--- config.mk ---
export PLATFORM = sky130hd
export DESIGN_NAME = rggen_native_buffered_adapter
export DESIGN_NICKNAME = d
export VERILOG_FILES = /design/src/rtl/rggen_native_buffered_adapter.sv
export SDC_FILE = /design/constraint.sdc
export NUM_CORES = 1
export LEC_CHECK = 0
export BUFFER_PORTS_ARGS = -buffer_cell sky130_fd_sc_hd__buf_4
export CAP_MARGIN = 10
export CORE_UTILIZATION = 40
export CTS_BUF_LIST = sky130_fd_sc_hd__clkbuf_8
export CTS_CLUSTER_SIZE = 8
export DETAILED_ROUTE_END_ITERATION = 8
export PLACE_DENSITY = 0.75
export SLEW_MARGIN = 10
export SYNTH_ARGS = -nofsm -noshare
export SYNTH_HDL_FRONTEND = slang
export SYNTH_SLANG_ARGS = --single-unit
--- constraint.sdc ---
create_clock -name i_clk -period 1.59 [get_ports i_clk]
set_input_delay 0.2385 -clock i_clk [delete_from_list [all_inputs] [get_ports i_clk]]
set_output_delay 0.2385 -clock i_clk [all_outputs]
set_load 0.01 [all_outputs]
--- src/rtl/rggen_native_buffered_adapter.sv ---
// ---------------------------------------------------------------------------
// rggen_native_buffered_adapter
//
// Native CSR-bus slave adapter with split request/response channels. Incoming
// requests are queued in a small FIFO and issued one at a time to the register
// array. Exactly one response is returned per request, in request order. An
// optional address pre-decode and an optional access timeout are provided.
//
// Ports
//   i_clk / i_rst_n            clock, asynchronous active-low reset
//   i_csrbus_*                 request channel (valid, access, address, data, strobe)
//   o_csrbus_request_ready     request FIFO not full
//   o_csrbus_response_valid    response channel valid; i_csrbus_response_ready accepts
//   o_csrbus_status/read_data  response payload, held until accepted
//   o_register_*               command to the register array (held while valid)
//   i_register_*               per-register active/ready/status/read data
//   o_timeout                  one-cycle pulse when an access times out
// ---------------------------------------------------------------------------
module rggen_native_buffered_adapter #(
    parameter int                    ADDRESS_WIDTH       = 8,
    parameter int                    LOCAL_ADDRESS_WIDTH = 8,
    parameter int                    BUS_WIDTH           = 32,
    parameter int                    STROBE_WIDTH        = BUS_WIDTH / 8,
    parameter int                    REGISTERS           = 1,
    parameter int                    REQUEST_DEPTH       = 2,
    parameter bit                    PRE_DECODE          = 1'b0,
    parameter logic [63:0]           BASE_ADDRESS        = 64'd0,
    parameter logic [63:0]           BYTE_SIZE           = 64'd256,
    parameter bit                    ERROR_STATUS        = 1'b0,
    parameter logic [BUS_WIDTH-1:0]  DEFAULT_READ_DATA   = '0,
    parameter int                    TIMEOUT_CYCLES      = 0
) (
    input  logic                           i_clk,
    input  logic                           i_rst_n,
    input  logic                           i_csrbus_valid,
    output logic                           o_csrbus_request_ready,
    input  logic [1:0]                     i_csrbus_access,
    input  logic [ADDRESS_WIDTH-1:0]       i_csrbus_address,
    input  logic [BUS_WIDTH-1:0]           i_csrbus_write_data,
    input  logic [STROBE_WIDTH-1:0]        i_csrbus_strobe,
    output logic                           o_csrbus_response_valid,
    input  logic                           i_csrbus_response_ready,
    output logic [1:0]                     o_csrbus_status,
    output logic [BUS_WIDTH-1:0]           o_csrbus_read_data,
    output logic                           o_register_valid,
    output logic [1:0]                     o_register_access,
    output logic [LOCAL_ADDRESS_WIDTH-1:0] o_register_address,
    output logic [BUS_WIDTH-1:0]           o_register_write_data,
    output logic [BUS_WIDTH-1:0]           o_register_strobe,
    input  logic [REGISTERS-1:0]           i_register_active,
    input  logic [REGISTERS-1:0]           i_register_ready,
    input  logic [2*REGISTERS-1:0]         i_register_status,
    input  logic [BUS_WIDTH*REGISTERS-1:0] i_register_read_data,
    output logic                           o_timeout
);

    // Pointers carry one extra bit so full and empty can be told apart;
    // 2*REQUEST_DEPTH is a power of two, so they wrap naturally.
    localparam int PW = $clog2(REQUEST_DEPTH) + 1;
    localparam int IW = (REQUEST_DEPTH > 1) ? $clog2(REQUEST_DEPTH) : 1;
    localparam int TW = (TIMEOUT_CYCLES > 1) ? $clog2(TIMEOUT_CYCLES) : 1;
    localparam logic [TW-1:0] CNT_LAST    = TW'((TIMEOUT_CYCLES > 0) ? TIMEOUT_CYCLES - 1 : 0);
    localparam logic [1:0]    MISS_STATUS = ERROR_STATUS ? 2'b11 : 2'b00;

    typedef struct packed {
        logic [1:0]               access;
        logic [ADDRESS_WIDTH-1:0] address;
        logic [BUS_WIDTH-1:0]     write_data;
        logic [STROBE_WIDTH-1:0]  strobe;
    } request_t;

    typedef enum logic [1:0] {
        IDLE,
        ISSUE,
        RESPOND
    } state_t;

    function automatic logic [IW-1:0] slot(input logic [PW-1:0] ptr);
        if (REQUEST_DEPTH == 1) return '0;
        else                    return ptr[IW-1:0];
    endfunction

    // ---------------- request FIFO ----------------
    request_t        fifo_mem [REQUEST_DEPTH];
    logic [PW-1:0]   wr_ptr;
    logic [PW-1:0]   rd_ptr;
    logic [PW-1:0]   fill;
    logic            full;
    logic            empty;
    logic            push;
    logic            pop;
    request_t        req_in;
    request_t        head;

    assign fill  = wr_ptr - rd_ptr;
    assign full  = (fill == PW'(REQUEST_DEPTH));
    assign empty = (wr_ptr == rd_ptr);
    // No same-cycle pop bypass: a full FIFO refuses even if the head leaves.
    assign push  = i_csrbus_valid && !full;
    assign o_csrbus_request_ready = !full;

    assign req_in = '{access: i_csrbus_access, address: i_csrbus_address,
                      write_data: i_csrbus_write_data, strobe: i_csrbus_strobe};
    assign head   = fifo_mem[slot(rd_ptr)];

    always_ff @(posedge i_clk or negedge i_rst_n) begin
        if (!i_rst_n) begin
            wr_ptr <= '0;
            rd_ptr <= '0;
            for (int i = 0; i < REQUEST_DEPTH; i++) fifo_mem[i] <= '0;
        end else begin
            if (push) begin
                fifo_mem[slot(wr_ptr)] <= req_in;
                wr_ptr                 <= wr_ptr + PW'(1);
            end
            if (pop) rd_ptr <= rd_ptr + PW'(1);
        end
    end

    // ---------------- address pre-decode ----------------
    logic [63:0] head_address;
    logic        head_in_range;

    assign head_address  = 64'(head.address);
    assign head_in_range = (head_address >= BASE_ADDRESS) &&
                           (head_address <  BASE_ADDRESS + BYTE_SIZE);

    // ---------------- register response mux ----------------
    logic [REGISTERS-1:0] hit;
    logic [1:0]           mux_status;
    logic [BUS_WIDTH-1:0] mux_data;

    assign hit = i_register_ready & i_register_active;

    always_comb begin
        mux_status = '0;
        mux_data   = '0;
        for (int i = 0; i < REGISTERS; i++) begin
            if (hit[i]) begin
                mux_status = mux_status | i_register_status[2*i +: 2];
                mux_data   = mux_data   | i_register_read_data[BUS_WIDTH*i +: BUS_WIDTH];
            end
        end
    end

    // ---------------- FSM ----------------
    state_t                   state_q;
    state_t                   state_d;
    logic [TW-1:0]            cnt_q;
    logic [1:0]               cmd_access;
    logic [LOCAL_ADDRESS_WIDTH-1:0] cmd_address;
    logic [BUS_WIDTH-1:0]     cmd_write_data;
    logic [STROBE_WIDTH-1:0]  cmd_strobe;
    logic [1:0]               status_q;
    logic [1:0]               status_d;
    logic [BUS_WIDTH-1:0]     data_q;
    logic [BUS_WIDTH-1:0]     data_d;
    logic                     timeout_q;
    logic                     timeout_d;

    always_comb begin
        state_d   = state_q;
        pop       = 1'b0;
        status_d  = status_q;
        data_d    = data_q;
        timeout_d = 1'b0;
        case (state_q)
            IDLE: begin
                if (!empty) begin
                    pop = 1'b1;
                    if (PRE_DECODE && !head_in_range) begin
                        state_d  = RESPOND;
                        status_d = MISS_STATUS;
                        data_d   = DEFAULT_READ_DATA;
                    end else begin
                        state_d  = ISSUE;
                    end
                end
            end
            ISSUE: begin
                if (|hit) begin
                    state_d  = RESPOND;
                    status_d = mux_status;
                    data_d   = mux_data;
                end else if (i_register_active == '0) begin
                    state_d  = RESPOND;
                    status_d = MISS_STATUS;
                    data_d   = DEFAULT_READ_DATA;
                end else if ((TIMEOUT_CYCLES != 0) && (cnt_q == CNT_LAST)) begin
                    state_d   = RESPOND;
                    status_d  = 2'b10;
                    data_d    = DEFAULT_READ_DATA;
                    timeout_d = 1'b1;
                end
            end
            RESPOND: begin
                if (i_csrbus_response_ready) state_d = IDLE;
            end
            default: state_d = IDLE;
        endcase
    end

    always_ff @(posedge i_clk or negedge i_rst_n) begin
        if (!i_rst_n) begin
            state_q        <= IDLE;
            cnt_q          <= '0;
            cmd_access     <= '0;
            cmd_address    <= '0;
            cmd_write_data <= '0;
            cmd_strobe     <= '0;
            status_q       <= '0;
            data_q         <= '0;
            timeout_q      <= 1'b0;
        end else begin
            state_q   <= state_d;
            status_q  <= status_d;
            data_q    <= data_d;
            timeout_q <= timeout_d;
            // Counter restarts every time a command enters ISSUE.
            cnt_q     <= (state_q == ISSUE) ? cnt_q + TW'(1) : '0;
            if (pop) begin
                cmd_access     <= head.access;
                cmd_address    <= head.address[LOCAL_ADDRESS_WIDTH-1:0];
                cmd_write_data <= head.write_data;
                cmd_strobe     <= head.strobe;
            end
        end
    end

    // ---------------- outputs ----------------
    assign o_register_valid        = (state_q == ISSUE);
    assign o_register_access       = cmd_access;
    assign o_register_address      = cmd_address;
    assign o_register_write_data   = cmd_write_data;
    assign o_csrbus_response_valid = (state_q == RESPOND);
    assign o_csrbus_status         = status_q;
    assign o_csrbus_read_data      = data_q;
    assign o_timeout               = timeout_q;

    for (genvar i = 0; i < BUS_WIDTH; i++) begin : g_strobe
        assign o_register_strobe[i] = cmd_strobe[i/8];
    end

endmodule

Word-level counts from Yosys, hierarchy flattened
Cells that the tools add are included.
{"block": "word_totals", "inputBits": 86, "register_bits": 178, "word_cells": 58}
{"block": "classes", "add_sub_neg": 3, "n_eq_ne": 8, "n_lt_le_gt_ge": 3, "bitwise": 3, "reduce_logical": 6, "muxes": 18}
{"op": "2-to-1 mux 46 bit", "count": 4}
{"op": "bitwise mux 92 bit", "count": 1}
{"op": "2-to-1 mux 32 bit", "count": 2}
{"op": "demux 46 bit (select 1 bit)", "count": 1}
{"op": "2-to-1 mux 2 bit", "count": 6}
{"op": "case mux 2 bit (3 select lines)", "count": 1}
{"op": "adder 2 x 1 -> 2 bit, second input constant", "count": 2}
{"op": "== test 2 bit, second input constant", "count": 2}
{"op": ">= comparator 2 bit, second input constant", "count": 2}
{"op": "!= test 2 x 1 -> 1 bit, second input constant", "count": 2}
{"op": "NOT 1 -> 2 bit", "count": 2}
{"op": "2-to-1 mux 1 bit", "count": 3}
{"op": "!= test 3 x 2 -> 1 bit, second input constant", "count": 1}
{"op": "AND reduction 3 bit", "count": 1}
{"op": "== test 2 x 1 -> 1 bit, second input constant", "count": 1}
{"op": "== test 2 bit", "count": 1}
{"op": "logical AND 1 bit", "count": 2}
{"op": "logical NOT 2 bit", "count": 1}
{"op": "< comparator 2 x 1 -> 1 bit, second input constant", "count": 1}
{"op": "!= test 2 bit, second input constant", "count": 1}
{"op": "AND reduction 2 bit", "count": 1}
{"op": "subtractor 2 bit", "count": 1}
{"op": "bitwise AND 1 bit", "count": 1}
{"op": "logical NOT 1 bit", "count": 1}

Longest topological paths before layout
Gate-level depths: netlist of run 1.
{"block": "depth", "ltp_word": 11, "ltp_mapped": 6}

Least setup slack after synthesis of run 1
OpenSTA, ideal clock, no wires.
{"block": "synth_timing", "path_type": "reg-to-reg", "startpoint": "register rd_ptr[0]", "endpoint": "register cmd_access[0] (netlist: o_register_access[0])", "setup_slack_ns": 0.009, "arrival_time_ns": 1.457, "setup_time_ns": 0.125, "stages_incl_launch_ff": 6, "n_path_buf": 3, "period_less_slack_ns": 1.581, "cell_sequence": "dfrtp_1 -> buf_2 -> buf_4 -> buf_2 -> mux2_2 -> mux2_2"}
{"block": "synth_between", "elab_chain_cells": 4, "word_cells_on_any_way": 7, "cone_classes": "1 x eq/ne; 5 x mux; 1 x bitwise"}
{"item": "start: declaration", "line_no": "86", "text": "logic [PW-1:0] rd_ptr;"}
{"item": "start signal: assignment", "line_no": "116", "text": "if (pop) rd_ptr <= rd_ptr + PW'(1);"}
{"item": "NOT 1 -> 2 bit (not written as such)", "line_no": "104", "text": "assign head = fifo_mem[slot(rd_ptr)];"}
{"item": "2-to-1 mux 46 bit (not written as such) (3 in series)", "line_no": "104"}
{"item": "end signal: assignment", "line_no": "222", "text": "cmd_access <= head.access;"}
{"item": "end: declaration", "line_no": "150", "text": "logic [1:0] cmd_access;"}
Parallel ways exist; a longest one is shown, timed or not. The select of a mux whose other input is x is not followed.
A chain may end at the register's enable or synchronous reset.

Worst setup path in the final report of run 1
{"block": "layout_timing", "startpoint": "register wr_ptr[1]", "endpoint": "output o_csrbus_request_ready"}
{"block": "layout_between", "elab_chain_cells": 3}
{"item": "start: declaration", "line_no": "85", "text": "logic [PW-1:0] wr_ptr;"}
{"item": "start signal: assignment", "line_no": "114", "text": "wr_ptr <= wr_ptr + PW'(1);"}
{"item": "subtractor 2 bit", "line_no": "95", "text": "assign fill = wr_ptr - rd_ptr;"}
{"item": "== test 2 bit", "line_no": "96", "text": "assign full = (fill == PW'(REQUEST_DEPTH));"}
{"item": "logical NOT 1 bit", "line_no": "100", "text": "assign o_csrbus_request_ready = !full;"}
{"item": "end: declaration", "line_no": "36", "text": "output logic o_csrbus_request_ready,"}
No other way between the ends.

==> reports/metrics.yaml, run 1 <==
io_pins: 198
powerDensity_nw_per_um2: 2220
status: "complete, but fails checks"
syn_to_final_growth_pct: 42.6
die_area_um2: 19400
r2r_slack_ns: -0.11
start_util_pct: 41.4
busiest_layer: "met2"
yosys.area.top_type: "dfrtp_1"
cp_common_cell: "buf_6"
hold_viol: 0
syn-num-nets: 565
clockBufferDepth: 2
drc: 0
drt-initial-drc-count: 167
antenna_found_initial: 0
portBuffers: 196
die_w_um: 139
hp-class: "in2reg"
overflow: 0
synth_area_um2: 7540
max_freq_mhz: 587
wirelength_um: 18300
dr.pass1.iters: 4
rsz0062_at_grt: "true"
ant_nets: 0
synth_cells: 479
fin_area_um2: 10800
use_met2_pct: 33.8
synth.most_common_cell: "dfrtp_1"
synth-seq-cells: 178
cpPeakStageDelay_ns: 0.47
grt_start_max_net_pins: 45
report.final.slew_viol_count: 0
fin_skew_ns: 0.0130
place_area_um2: 9230
crit_path_end_kind: "primary output"
path_class: "reg2out"
wl_per_cell_um: 18.4
core_area_um2: 18200
synth_area_leaders: "dfrtp_1 59%, mux2_2 23%, mux2_4 6.0%"
yosys_warnings: 0
ir_worst_vdd_mv: 0.959
cp_max_fo: 3
ys_types: 26
gr-usage-met3_pct: 6.16
grt.met1_usage_pct: 23.8
synth-edff-count: 0
fin_crit_ns: 1.70
synth_ff_type: "dfrtp_1"
netlist_top_cells_count: "178 x dfrtp_1, 151 x mux2_2, 34 x a22o_1"
drive_gt1_share_pct: 61.1
avgSynthCellArea_um2: 15.7
start_kind: "flop"
fin_crit_sh_pct: 107
finalSetupViolCount: 132
synthArstFlopShare_pct: 100
p_total_w: 0.0238
arrival_ns: 1.46
cts_tree: "built"
dieHeight_um: 139
grt_use_total_pct: 19.7
cts_root_buf: "clkbuf_8"
nNetsFinal: 836
grt_pass1_vias: 5398
place_hpwl_um: 10800
cts-htree-levels: 4
grt_pass1_wl_um: 29300
cts_buffers: 17
crit_path_cell_trace: "xor2_4 > buf_6 > nand2_2 > buf_6"
gp_congestion: 0.708
final.setup.worst_slack_ns: -0.113
synth_top_area_share_pct: 59.1
clock_latency_ns: 0.46
worstPathRequired_ns: 1.35
violations: "setup timing"
via_count: 4960
clock-sinks: 178
cap_violations: 0
slowest_stage: "dfrtp_2"
antenna_cells: 0
vias_per_cell: 5.00
p_leak_nw: 5.04
yosysSeqAreaShare_pct: 59.1
rows: 49
clk_pin_slew_ns: 0.10
-- routing by layer --
| layer | up-vias | part of all wire [%] |
|---|---|---|
| li1 | 2222 | - |
| met1 | 2538 | 42 |
| met2 | 177 | 51 |
| met3 | 23 | 5.9 |
| met4 | 0 | 1.4 |
| met5 | - | 0 |
-- cell usage in the layout (no fill, tap or decap), drive strengths merged --
cell,instances
dfrtp,178
buf,236
nand2,3
o21ai,4
mux2,184
a21oi,1
xnor2,4
o21bai,1
nand2b,1
a21boi,1
bufinv,1
conb,1
and3,1
xor2,4
inv,10
clkinv,4
nor2,1
a22o,34
clkinvlp,2
clkbuf,18
o211ai,1
dlygate4sd3,70
nor2b,2
bufbuf,1
-- through the flow --
stage / setup TNS (ns) / worst slack [ns] / util [%] / std cells / hold slack, ns
6_report: -8.09 / -0.113 / 59.0 / 992 / 0.0304
5_1_grt: -15.13 / -0.179 / 59.0 / 992 / 0.00545
2_1_floorplan: 0 / 0.00854 / - / 479 / -0.0571
3_3_place_gp: -0.225 / -0.0177 / 50.7 / 874 / 0.194
3_5_place_dp: -2.31 / -0.0812 / 50.7 / 874 / 0.205
4_1_cts: -7.78 / -0.140 / 57.7 / 978 / 0.000464
-- state kept, by name (all words and copies together) (netlist names) --
name,cells
wr_ptr,2
rd_ptr,2
o_csrbus_read_data,32
o_csrbus_status,2
o_register_write_data,32
state_q,2
o_register_access,2
fifo_mem,92
o_register_address,8
cmd_strobe,4
-- layout make-up --
cell class / instances / area [um^2]
well taps: 229 / 287
multi-input cells: 243 / 2800
clock buffers: 17 / 234
clock inverters: 15 / 149
flip-flops and latches: 178 / 4460
inverters: 2 / 7.51
repair buffers: 308 / 2810
fillers: 1367 / 7460
-- cell families (layout without fill, tap and decap cells) --
group                  Yosys count  count (layout)  synth area share, %
multiplexers                   184             184                 29.0
flip-flops                     178             178                 59.1
buffers and inverters           58             342                 5.56
AO/OA/AOI/OAI                   42              42                 4.78
XOR/XNOR                         8               8                 1.03
AND/OR/NAND/NOR                  8               8                0.531
other                            1               1               0.0497
-- worst max-delay path: cells and delay by family, from the launching register on --
kind / cells / cell delay (ns)
xor+xnor: 1 / 0.24
buf+inv: 2 / 0.26
flops: 1 / 0.47
simple gates: 1 / 0.04
-- worst paths after layout --
kind                                         startpoint                        end  cells after the start
worst min register to register             fifo_mem[55]               fifo_mem[55]                      1
worst max register to register                rd_ptr[1]  o_register_write_data[30]                      4
worst min-delay path            i_csrbus_write_data[27]               fifo_mem[31]                      2
min in group asynchronous                       i_rst_n      o_csrbus_read_data[8]                      2
worst max-delay path                          wr_ptr[1]     o_csrbus_request_ready                      4
max in group asynchronous                       i_rst_n                  wr_ptr[1]                      3
-- what timing repair did --
action	in CTS	in global routing
pin swaps	3	0
endpoints found under the setup margin	132	141
gates resized for setup	18	29
hold buffers	60	10
endpoints found under the hold margin	103	15
cloned	5	1
setup buffers	7	4
-- power by group --
part / total [W] / switching, W / internal, W
logic: 0.0124 / 0.00468 / 0.00772
registers: 0.00840 / 0.00147 / 0.00693
clock network: 0.00304 / 0.00175 / 0.00129
(Power assumes the default switching activity.)
==> run 2: changes to the inputs <==
- CTS_CLUSTER_DIAMETER: not set -> 100
- SETUP_SLACK_MARGIN: not set -> 0.02
- SLEW_MARGIN: 10 -> not set
==> run 2 against run 1 <==
The run still ends with setup timing left. Wire length grew 8.8%. Die area is the same. Count of clock-buffer cells in the layout grew 2. Highest routed layer unchanged. Sequential power grew 1%. Clock skew grew 0.0021 ns. Critical path type is now reg2reg. Largest cell class unchanged. Sequential cell count is the same.
==> reports/metrics.yaml, run 2 (synthesis results as in run 1) <==
status: "complete, but fails checks"
violations: "setup timing"
grt_use_total_pct: 20.8  # +1.1 points
report.final.slew_viol_count: 0  # unchanged
vias_per_cell: 5.04  # +0.85%
final_common_cell: "buf_4"
syn_to_final_growth_pct: 47.3
r2r_slack_ns: -0.12  # about the same
m1WireLength_um: 8270  # +8.2%
cts_root_buf: "clkbuf_8"
wl_met3_um: 1040  # -4.8%
core_area_um2: 18200  # unchanged
largest_reg_flops: 92  # unchanged
powerDensity_nw_per_um2: 2330  # +5.1%
overflow: 0  # unchanged
fin_crit_ns: 1.71  # +0.0118 ns
whs_endpoint: "fifo_mem[26]"
wl_per_cell_um: 20.1  # +8.9%
r2r-start: "rd_ptr[1]"
rsz0062_at_grt: "true"
antenna_cells: 0  # unchanged
ant_nets: 0  # unchanged
grt_pass1_wl_um: 31200  # +6.5%
drt-initial-drc-count: 160  # -4.2%
place_hpwl_um: 11100  # +2.2%
nNetsFinal: 836  # unchanged
power_frac_seq_pct: 32.9  # -2.3 points
ir_worst_vdd_mv: 1.22  # +27%
worstPathRequired_ns: 1.91  # +0.56 ns
die_area_um2: 19400  # unchanged
final.setup.worst_slack_ns: -0.125  # -0.0118 ns
dpl.cell_count: 874  # unchanged
min-delay-start: "i_csrbus_write_data[22]"
top_layer: "met4"
clock-sinks: 178  # unchanged
cts_tree: "built"
internal_power_w: 0.0174  # +8.9%
start_util_pct: 41.4  # unchanged
path_class: "reg2reg"
dr.pass1.iters: 5  # +1
crit_path_end_kind: "flop"
io_pins: 198  # unchanged
arrival_ns: 2.04  # +0.58 ns
antenna_found_initial: 0  # unchanged
cts-htree-levels: 4  # unchanged
top_register: "fifo_mem"
place_ws_ns: -0.0632  # +0.0180 ns
fin_crit_sh_pct: 108  # +0.74 points
rows: 49  # unchanged
cap_violations: 0  # unchanged
wl_met2_um: 10400  # +11%
p_sw_w: 0.00853  # +8.0%
wirelength_um: 19900  # +8.8%
drc: 0  # unchanged
clockBufferDepth: 2  # unchanged
r2r_cells: 6  # +2
start_kind: "flop"
via_count: 4997  # +0.75%
drive_gt1_share_pct: 62.1  # +1.0 points
swShare_pct: 33.0  # -0.17 points
clk_pin_slew_ns: 0.10  # about the same
fin_skew_ns: 0.0151  # +0.00208 ns
max_freq_mhz: 583  # -0.69%
gp_congestion: 0.793  # +12%
postLayoutCoreUtil_pct: 61.0  # +1.9 points
pwr-share-comb_pct: 56.3  # +4.3 points
hp-class: "in2reg"
grt_pass1_vias: 5644  # +4.6%
clock_latency_ns: 0.45  # about the same
critPathLaunch: "rd_ptr[1]"
cts_buffers: 17  # unchanged
finalNonFillerCells: 991  # -0.10%
finalSetupViolCount: 135  # +2.3%
p_leak_nw: 5.40  # +7.0%
hold_viol: 0  # unchanged
r2r-end: "o_register_address[5]"
clkPwrFrac_pct: 10.8  # -1.9 points
grt_start_max_net_pins: 51  # +13%
portBuffers: 196  # unchanged
final_cell_mix: "206 x buf_4, 175 x dfrtp_1, 123 x mux2_4"
dieHeight_um: 139  # unchanged
cp_max_fo: 7  # +4
whs_path_depth: 2  # unchanged
die_w_um: 139  # unchanged
## run 2: cell types whose count changed in the layout (fill, tap and decap cells not counted), moves of 3 or more
cell | previous run | this run
inv_8 | 3 | 0
clkbuf_16 | 1 | 4
dlygate4sd3_1 | 70 | 63
buf_12 | 13 | 17
mux2_4 | 46 | 123
mux2_2 | 135 | 60
buf_4 | 209 | 206
## run 2: worst max-delay path by stage
stage | slack (ns) | cells after the start | to
2_1_floorplan | 0.03 | 5 | fifo_mem[0]
5_1_grt | -0.17 | 6 | o_register_address[5]
4_1_cts | -0.15 | 6 | fifo_mem[34]
6_report | -0.12 | 6 | o_register_address[5]
3_5_place_dp | -0.06 | 4 | o_register_address[4]
3_3_place_gp | -0.05 | 4 | o_register_write_data[30]
## run 2: layer usage
layer	global-route usage (%)	vias to the layer above
met2	36.4	180
met1	25.3	2585
li1	-	2207
met5	0	-
met4	5.61	0
met3	5.61	25
## run 2: layout make-up
type / count / area (um^2)
fill: 1327 / 7100
sequential: 178 / 4460
multi-input combinational: 243 / 3100
timing repair buffer: 308 / 2910
tap: 229 / 287
clock buffer: 19 / 262
clock inverter: 12 / 85.1
inverter: 2 / 7.51
## run 2: through the flow
step	instance area [um^2]	hold slack (ns)	setup TNS, ns	power [W]
final	11100	0.0326	-11.69	0.0259
after global routing	11100	0.00429	-16.78	0.0272
after CTS	11000	0.000392	-11.07	0.0255
after detailed placement	9260	0.197	-1.73	0.0195
after global placement	9260	0.183	-1.13	0.0189
after floorplan	7550	-0.0571	0	0.0154
## run 2: timing repair
| action | in CTS | in global routing |
|---|---|---|
| endpoints found under the setup margin | 118 | 144 |
| hold buffers | 62 | 1 |
| hold endpoints to repair | 109 | 1 |
| pin swaps | 3 | 2 |
| resized for setup | 110 | 23 |
| gates cloned | 6 | 5 |
| buffers inserted | 14 | 2 |
## run 2: critical path, cell delays in order, from the launching register on
cell,delay [ns]
dfrtp_2,0.45
buf_12,0.14
xnor2_4,0.16
a21boi_4,0.20
buf_6,0.19
buf_12,0.15
mux2_4,0.30
## run 2: power groups by stage
stage                     sequential, W  clock, W  combinational [W]
after floorplan                 0.00851         0            0.00690
after global placement          0.00823         0             0.0107
after detailed placement        0.00837         0             0.0111
after CTS                       0.00843   0.00288             0.0142
after global routing            0.00879   0.00306             0.0154
final                           0.00852   0.00279             0.0146
==> run 3: changes to the inputs <==
- PLACE_DENSITY: 0.75 -> 0.65
==> run 3 against run 2 <==
The flow still finishes with violations (setup timing). Fmax decreased by 0.49%. Die area unchanged. Clock power increased by 11%. Final area increased by 2.1%. Power increased by 0.95%. Via count decreased by 1.2%. Global-route usage decreased by 1.6 points. Critical endpoint is now fifo_mem[61].
==> reports/metrics.yaml, run 3 (synthesis results as in run 1) <==
antenna_cells: 0  # unchanged
m1WireLength_um: 8240  # -0.35%
place_hpwl_um: 11100  # about the same
final.setup.worst_slack_ns: -0.133  # -0.00838 ns
cts_tree: "built"
rows: 49  # unchanged
r2r-start: "wr_ptr[1]"
arrival_ns: 2.07  # +0.03 ns
place_area_um2: 9230  # -0.27%
max_freq_mhz: 580  # -0.49%
drc: 0  # unchanged
worstPathRequired_ns: 1.94  # +0.03 ns
min-delay-start: "i_csrbus_strobe[3]"
r2r-end: "fifo_mem[61]"
antenna_found_initial: 0  # unchanged
drive_gt1_share_pct: 61.5  # -0.57 points
fill_cells: 1325  # -0.15%
portBuffers: 196  # unchanged
violations: "setup timing"
top_layer: "met4"
largest_reg_flops: 92  # unchanged
finalSetupViolCount: 132  # -2.2%
fin_hold_ws_ns: 0.0279  # -0.00470 ns
vias_per_cell: 4.92  # -2.4%
clockBufferDepth: 2  # unchanged
wl_met3_um: 933  # -9.9%
multi_input_area_um2: 3130  # +0.97%
final_cell_mix: "209 x buf_4, 175 x dfrtp_1, 131 x mux2_4"
core_area_um2: 18200  # unchanged
crit_path_end_kind: "flop"
ff_latch_area_um2: 4460  # unchanged
fin_crit_sh_pct: 108  # +0.53 points
path_class: "reg2reg"
grt_start_max_net_pins: 46  # -9.8%
r2r_cells: 6  # unchanged
clock_latency_ns: 0.46  # about the same
clock-sinks: 178  # unchanged
die_w_um: 139  # unchanged
place_ws_ns: -0.0437  # +0.0195 ns
nNetsFinal: 848  # +1.4%
clk_pin_slew_ns: 0.10  # about the same
wl_met2_um: 9400  # -9.2%
whs_path_depth: 2  # unchanged
fin_crit_ns: 1.72  # +0.00838 ns
status: "complete, but fails checks"
gp_congestion: 0.700  # -12%
fin_skew_ns: 0.0152  # +0.000184 ns
dr.pass1.iters: 4  # -1
start_kind: "flop"
dieHeight_um: 139  # unchanged
hp-class: "in2reg"
final_common_cell: "buf_4"
fin_area_um2: 11300  # +2.1%
ir_worst_vdd_mv: 1.38  # +13%
powerDensity_nw_per_um2: 2310  # -1.1%
cp_max_fo: 7  # unchanged
wirelength_um: 18900  # -4.8%
cap_violations: 0  # unchanged
drt-initial-drc-count: 181  # +13%
start_util_pct: 41.4  # unchanged
r2r_slack_ns: -0.13  # about the same
p_leak_nw: 5.53  # +2.5%
top_register: "fifo_mem"
overflow: 0  # unchanged
grt_pass1_wl_um: 29100  # -6.9%
rsz0062_at_grt: "true"
wl_per_cell_um: 18.9  # -5.9%
hold_viol: 0  # unchanged
cts_root_buf: "clkbuf_8"
report.final.slew_viol_count: 0  # unchanged
grt_use_total_pct: 19.3  # -1.6 points
die_area_um2: 19400  # unchanged
via_count: 4935  # -1.2%
syn_to_final_growth_pct: 50.3
cts-htree-levels: 4  # unchanged
io_pins: 198  # unchanged
cts_buffers: 17  # unchanged
grt_pass1_vias: 5446  # -3.5%
whs_endpoint: "fifo_mem[3]"
ant_nets: 0  # unchanged
run 3: cell type report:
class / instances / share of cell area (%)
Inverter: 2 / 0.0662
Tap cell: 229 / 2.53
Timing Repair Buffer: 320 / 27.1
Clock buffer: 18 / 2.19
Multi-Input combinational cell: 243 / 27.6
Clock inverter: 13 / 1.23
Sequential cell: 178 / 39.3
run 3: how the worst max path moves through the flow:
stage	startpoint	endpoint	slack (ns)	depth (start not counted)
after floorplan	rd_ptr[1]	fifo_mem[0]	0.03	5
after global placement	rd_ptr[1]	fifo_mem[27]	0.0004	4
after detailed placement	rd_ptr[1]	fifo_mem[23]	-0.04	4
after CTS	rd_ptr[1]	o_csrbus_request_ready	-0.13	4
after global routing	wr_ptr[1]	fifo_mem[61]	-0.17	6
final	wr_ptr[1]	fifo_mem[61]	-0.13	6
run 3: layer usage:
metal / GRT usage [%] / vias to the layer above
met2: 32.1 / 150
li1: - / 2240
met3: 5.16 / 24
met1: 24.2 / 2521
met4: 6.37 / 0
met5: 0 / -
run 3: timing repair:
action / 4_1_cts / 5_1_grt
cloned: 4 / 9
pin swaps: 3 / 2
resized for setup: 76 / 71
hold buffers: 69 / 3
hold endpoints to repair: 129 / 4
setup endpoints to repair: 109 / 141
buffers inserted: 8 / 9
run 3: critical path, cell delays in order, from the launching register on:
cell and delay [ns]:
dfrtp_2 0.46, buf_6 0.14, xnor2_4 0.14, o21ai_4 0.21, buf_12 0.19, clkbuf_16 0.17, mux2_4 0.30
run 3: metrics by stage:
stage	TNS [ns]	cells	utilization (%)	power, W
6_report	-9.64	1003	62.3	0.0261
5_1_grt	-14.47	1003	62.3	0.0275
4_1_cts	-7.05	985	59.2	0.0240
3_5_place_dp	-0.769	874	50.7	0.0192
2_1_floorplan	0	479	-	0.0154
3_3_place_gp	0	874	50.7	0.0188
run 3: report_power, final:
part / internal [W] / switching [W]
Clock: 0.00133 / 0.00176
Sequential: 0.00693 / 0.00153
Combinational: 0.00936 / 0.00523
